### config.mk
export PLATFORM = sky130hd
export DESIGN_NAME = fetch_unit_flat
export DESIGN_NICKNAME = d
export VERILOG_FILES = /design/src/rtl/fetch_unit_if.sv /design/src/rtl/fetch_unit.sv /design/src/flat_wrapper.sv
export SDC_FILE = /design/constraint.sdc
export NUM_CORES = 1
export LEC_CHECK = 0
export CAP_MARGIN = 10
export CORE_MARGIN = 4
export CORE_UTILIZATION = 31
export CTS_CLUSTER_DIAMETER = 150
export DETAILED_ROUTE_END_ITERATION = 16
export SYNTH_ARGS = -nofsm -noshare
export SYNTH_HDL_FRONTEND = slang
export SYNTH_SLANG_ARGS = --single-unit
### constraint.sdc
create_clock -name clk -period 3.7 [get_ports clk]
set_clock_uncertainty 0.2 [all_clocks]
set_input_delay 0.555 -clock clk [delete_from_list [all_inputs] [get_ports clk]]
set_output_delay 0.555 -clock clk [all_outputs]
set_load 0.03 [all_outputs]
### src/rtl/fetch_unit_if.sv
// rtl/fetch_unit_if.sv - fetch unit bundle: redirect, imem read port and decode-side instruction stream
interface fetch_unit_if;
    logic        redirect;
    logic [31:0] redirect_pc;
    logic        imem_read;
    logic [31:0] imem_address;
    logic        imem_resp;
    logic [31:0] imem_rdata;
    logic        instr_valid;
    logic        instr_ready;
    logic [31:0] instr;
    logic [31:0] instr_pc;

    modport master (
        input  redirect, redirect_pc, imem_resp, imem_rdata, instr_ready,
        output imem_read, imem_address, instr_valid, instr, instr_pc
    );

    modport slave (
        output redirect, redirect_pc, imem_resp, imem_rdata, instr_ready,
        input  imem_read, imem_address, instr_valid, instr, instr_pc
    );
endinterface

### src/rtl/fetch_unit.sv
// rtl/fetch_unit.sv - single-outstanding instruction fetcher feeding a {pc, instr} queue
module fetch_unit #(
    parameter logic [31:0] RESET_PC = 32'h0000_0060,
    parameter int          DEPTH    = 4
) (
    input logic          clk,
    input logic          rst,
    fetch_unit_if.master bus
);
    localparam int PTR_W = $clog2(DEPTH);
    localparam logic [PTR_W:0] FULL = (PTR_W + 1)'(DEPTH);

    typedef enum logic [1:0] {IDLE, REQ, DISCARD} state_t;

    state_t           state;
    logic [31:0]      fetch_pc;
    logic [31:0]      pc_mem  [DEPTH];
    logic [31:0]      ins_mem [DEPTH];
    logic [PTR_W-1:0] rd_ptr;
    logic [PTR_W-1:0] wr_ptr;
    logic [PTR_W:0]   count;
    logic             push;
    logic             pop;
    logic             has_room;
    logic             unused_pc_lsbs;

    assign unused_pc_lsbs = ^bus.redirect_pc[1:0];

    assign pop      = (count != '0) && bus.instr_ready;
    assign push     = (state == REQ) && bus.imem_resp && !bus.redirect;
    assign has_room = (count < FULL) || pop;

    assign bus.instr_valid = (count != '0);
    assign bus.instr       = bus.instr_valid ? ins_mem[rd_ptr] : 32'd0;
    assign bus.instr_pc    = bus.instr_valid ? pc_mem[rd_ptr]  : 32'd0;

    // Queue storage carries no reset; count/pointers alone decide what is visible.
    always_ff @(posedge clk) begin
        if (push) begin
            pc_mem[wr_ptr]  <= fetch_pc;
            ins_mem[wr_ptr] <= bus.imem_rdata;
        end
    end

    always_ff @(posedge clk or posedge rst) begin
        if (rst) begin
            state            <= IDLE;
            fetch_pc         <= RESET_PC;
            bus.imem_read    <= 1'b0;
            bus.imem_address <= 32'd0;
            rd_ptr           <= '0;
            wr_ptr           <= '0;
            count            <= '0;
        end else begin
            // A redirect flushes the queue and wins over any same-cycle push or pop.
            if (bus.redirect) begin
                fetch_pc <= {bus.redirect_pc[31:2], 2'b00};
                rd_ptr   <= '0;
                wr_ptr   <= '0;
                count    <= '0;
            end else begin
                if (push) begin
                    wr_ptr   <= wr_ptr + 1'b1;
                    fetch_pc <= fetch_pc + 32'd4;
                end
                if (pop) begin
                    rd_ptr <= rd_ptr + 1'b1;
                end
                count <= count + {{PTR_W{1'b0}}, push} - {{PTR_W{1'b0}}, pop};
            end

            case (state)
                IDLE: begin
                    if (!bus.redirect && has_room) begin
                        state            <= REQ;
                        bus.imem_read    <= 1'b1;
                        bus.imem_address <= fetch_pc;
                    end
                end
                REQ: begin
                    if (bus.imem_resp) begin
                        state         <= IDLE;
                        bus.imem_read <= 1'b0;
                    end else if (bus.redirect) begin
                        // Keep the abandoned address on the bus until memory answers.
                        state <= DISCARD;
                    end
                end
                DISCARD: begin
                    if (bus.imem_resp) begin
                        state         <= IDLE;
                        bus.imem_read <= 1'b0;
                    end
                end
                default: begin
                    state         <= IDLE;
                    bus.imem_read <= 1'b0;
                end
            endcase
        end
    end
endmodule

### src/flat_wrapper.sv
// flat-port wrapper written by rule: the top's interface ports become plain ports
module fetch_unit_flat 
#(
    parameter logic [31:0] RESET_PC = 32'h0000_0060,
    parameter int          DEPTH    = 4
)
  (clk, rst, bus_redirect, bus_redirect_pc, bus_imem_resp, bus_imem_rdata, bus_instr_ready, bus_imem_read, bus_imem_address, bus_instr_valid, bus_instr, bus_instr_pc);
  fetch_unit_if bus_i ();
  input logic clk;
  input logic rst;
  input wire logic [$bits(bus_i.redirect)-1:0] bus_redirect;
  input wire logic [$bits(bus_i.redirect_pc)-1:0] bus_redirect_pc;
  input wire logic [$bits(bus_i.imem_resp)-1:0] bus_imem_resp;
  input wire logic [$bits(bus_i.imem_rdata)-1:0] bus_imem_rdata;
  input wire logic [$bits(bus_i.instr_ready)-1:0] bus_instr_ready;
  output wire logic [$bits(bus_i.imem_read)-1:0] bus_imem_read;
  output wire logic [$bits(bus_i.imem_address)-1:0] bus_imem_address;
  output wire logic [$bits(bus_i.instr_valid)-1:0] bus_instr_valid;
  output wire logic [$bits(bus_i.instr)-1:0] bus_instr;
  output wire logic [$bits(bus_i.instr_pc)-1:0] bus_instr_pc;
  assign bus_i.redirect = bus_redirect;
  assign bus_i.redirect_pc = bus_redirect_pc;
  assign bus_i.imem_resp = bus_imem_resp;
  assign bus_i.imem_rdata = bus_imem_rdata;
  assign bus_i.instr_ready = bus_instr_ready;
  assign bus_imem_read = bus_i.imem_read;
  assign bus_imem_address = bus_i.imem_address;
  assign bus_instr_valid = bus_i.instr_valid;
  assign bus_instr = bus_i.instr;
  assign bus_instr_pc = bus_i.instr_pc;
  fetch_unit #(.RESET_PC(RESET_PC), .DEPTH(DEPTH)) u_core (.clk(clk), .rst(rst), .bus(bus_i));
endmodule
==> flow_metrics.py <==
metrics = {
    "placed_design": {
        "dp_hpwl_um": 19100,
        "portBuffers": 160,
        "place_area_sq_mm": 0.0152,
        "gp_congestion": 0.770,
    },
    "routing": {
        "drc": 0,
        "met3_length_um": 1690,
        "route.vias.total": 7001,
        "via_per_inst": 4.77,
        "first_pass_iters": 4,
        "dr_wl_met2_um": 13900,
        "met1_length_um": 13200,
        "drt_iter0_drc": 415,
        "post_drt_wl_per_cell_um": 20.1,
        "drtAntennaViolNets": 0,
        "drt_wl_total_um": 29600,
        "top_layer_used": "met4",
    },
    "clock_network": {
        "cts-resized-gates": 0,
        "ctsLongestPathBuffers": 3,
        "h-tree-depth": 2,
        "numCtsBuffers": 37,
        "postCtsSetupBuffers": 0,
        "clk_pin_slew_ps": 60,
        "clk_latency_ps": 540,
        "cts_sinks": 318,
        "cts_tree": "built",
        "hold_buffers": 0,
        "cts_root_buf": "clkbuf_16",
    },
    "synthesis": {
        "async_reset_ff_share_pct": 22.0,
        "yosysUniqueCellTypes": 46,
        "syn_area_per_cell_sq_um": 17.6,
        "synthCells": 727,
        "yosysWarnings": 0,
        "synth_edf_count": 248,
        "ys_ff_latch": 318,
        "ys_seq_area_share_pct": 71.8,
        "synth_flop_cell": "edfxtp_1",
        "syn-cell-area_sq_mm": 0.0128,
    },
    "sta": {
        "period_needed_ps": 3450,
        "setup_viol": 0,
        "slew_violations": 0,
        "slew_headroom_pct": 39.3,
        "fin_setup_tns_ps": 0,
        "worstMarginPinSlew_ps": 907,
        "hold_viol_final": 0,
        "grt_setup_unrepaired": "no",
        "fmax_mhz": 290,
        "period_share_pct": 93.2,
    },
    "floorplanning": {
        "dieArea_sq_mm": 0.0446,
        "core.rowCount": 74,
        "die_w_um": 211,
        "io_pins": 167,
        "start_util_pct": 31.4,
        "die_h_um": 211,
        "core-area_sq_mm": 0.0408,
    },
    "power_and_ir_drop": {
        "power.density_mw_per_mm2": 766,
        "irDropWorstVdd_v": 0.000375,
        "swShare_pct": 32.6,
        "p_seq_share_pct": 35.8,
        "pwr-share-comb_pct": 35.3,
        "power.internal_mw": 8.50,
        "power_leakage_nw": 5.51,
        "clkPwrFrac_pct": 28.9,
        "power_switching_mw": 4.12,
    },
    "worst_hold_path": {
        "hold_class": "in -> async",
    },
    "layout": {
        "final_common_cell": "edfxtp_1",
        "final_area_sq_mm": 0.0165,
        "final_nets": 990,
        "mostFrequentLayoutCells": "edfxtp_1 (248), clkdlybuf4s50_1 (159), dfrtp_1 (66)",
        "area_growth_pct": 28.6,
        "drive_gt1_share_pct": 19.8,
        "insertedDiodeCount": 0,
    },
    "worst_setup_path": {
        "worstPathRequired_ps": 2940,
        "critPathArrivalTime_ps": 2690,
        "reg2reg_depth": 6,
        "crit_chain": "buf_4 -> mux4_2 -> and2_1 -> clkdlybuf4s50_1",
        "end_kind": "output pin",
        "rr_startpoint": "u_core.state[1]$_DFFE_PP0P_",
        "cpPeakStageDelay_ps": 740,
        "critPathMaxFanout": 24,
        "startpoint": "u_core.rd_ptr[1]$_DFFE_PP0P_",
        "startpoint_type": "flop",
        "critPathKind": "reg -> out",
        "critPathSlowestCell": "dfrtp_4",
    },
    "job": {
        "cap_violations": 0,
    },
    "status": {
        "status": "finished clean",
    },
    "global_routing": {
        "antenna_found_initial": 0,
        "grt_max_degree": 34,
        "grt_pass1_vias": 7299,
        "grt-ovfl-total": 0,
        "grt_pass1_wl_um": 45400,
        "grt_usage_pct": 13.4,
    },
}
[kinds of logic after synthesis]
logic type / after synthesis / share of synthesized area (%)
and+or+nand+nor: 178 / 7.73
xor gates and xnor gates: 17 / 1.16
muxes: 94 / 13.7
adders and majority gates: 11 / 1.13
buffers and inverters: 57 / 1.87
other: 1 / 0.0293
DFF: 318 / 71.8
AOI/OAI and AO/OA: 51 / 2.56
[power groups by stage]
stage                     registers, mW  logic [mW]  clock network [mW]
final                              4.52        4.45                3.65
after detailed placement           4.63        4.47                   0
after floorplan                    4.80        2.42                   0
after CTS                          4.57        4.48                3.76
after global placement             4.62        4.45                   0
after global routing               4.57        4.76                3.94
[final cells by class]
class / instances / area [sq um]
multi-input combinational: 355 / 3400
fill: 3705 / 24400
sequential: 318 / 9210
clock buffer: 43 / 968
tap: 532 / 666
timing repair buffer: 182 / 1920
inverter: 16 / 61.3
clock inverter: 22 / 246
[worst max-delay path: cells and delay by family, from the launching register on]
kind | cells | cell delay, ps
flip-flops | 1 | 740
multiplexers | 1 | 340
buffers and inverters | 2 | 890
AND/OR/NAND/NOR | 1 | 170
[per-stage QoR]
stage	hold slack (ps)	setup WS [ps]	cells	util, %	total power [mW]
floorplan	289	533	730	-	7.22
finish	138	252	1468	40.3	12.6
CTS	129	30.9	1467	40.3	12.8
global route	172	126	1468	40.3	13.3
global placement	289	450	1402	37.3	9.07
detailed placement	292	438	1402	37.3	9.11
[state kept, by name, summed over array words and instances (netlist names)]
| register | count |
|---|---|
| u_core.bus.imem_address | 30 |
| u_core.bus.imem_read | 1 |
| u_core.count | 3 |
| u_core.fetch_pc | 30 |
| u_core.ins_mem | 128 |
| u_core.pc_mem | 120 |
| u_core.rd_ptr | 2 |
| u_core.state | 2 |
| u_core.wr_ptr | 2 |
[metal layers]
metal | global-route usage (%) | vias up
met3 | 3.22 | 41
met2 | 21.1 | 171
met5 | 0 | -
li1 | - | 3176
met1 | 18.3 | 3613
met4 | 4.51 | 0
[Yosys cell counts, types with 2 or more instances]
cell type	number	area (sq um)
buf_4	4	30.0
xor2_1	3	26.3
dfrtp_1	68	1700
a21oi_1	5	25.0
a31oi_1	11	68.8
mux2_2	30	338
ha_1	10	125
mux4_2	62	1400
inv_1	15	56.3
nor2_1	24	90.1
dfstp_2	2	52.6
o211ai_1	4	30.0
buf_1	4	15.0
nor2b_1	3	18.8
and4_1	3	26.3
buf_2	9	45.0
or4_1	15	113
edfxtp_1	248	7450
nor3_1	4	20.0
or3_1	2	12.5
o21ai_0	3	15.0
xnor2_1	14	123
mux2i_1	2	20.0
nand2_1	32	120
o31ai_1	9	67.6
nand4_1	4	25.0
clkbuf_1	24	90.1
and2_1	67	419
o21ai_1	12	60.1
nor4_1	4	25.0
nand3_1	15	75.1
[final timing paths]
check | end | slack [ps]
max in group asynchronous | u_core.fetch_pc[5]$_DFFE_PP1N_ | 2380
min in group clk | u_core.bus.imem_address[24]$_DFFE_PP0P_ | 310
hold reg to reg | u_core.bus.imem_address[24]$_DFFE_PP0P_ | 310
setup reg to reg | u_core.fetch_pc[27]$_DFFE_PP0N_ | 830
setup / recovery | bus_instr_pc[11] | 250
hold / removal | u_core.bus.imem_address[20]$_DFFE_PP0P_ | 140
No activity file was read; power rests on OpenSTA's default activity.
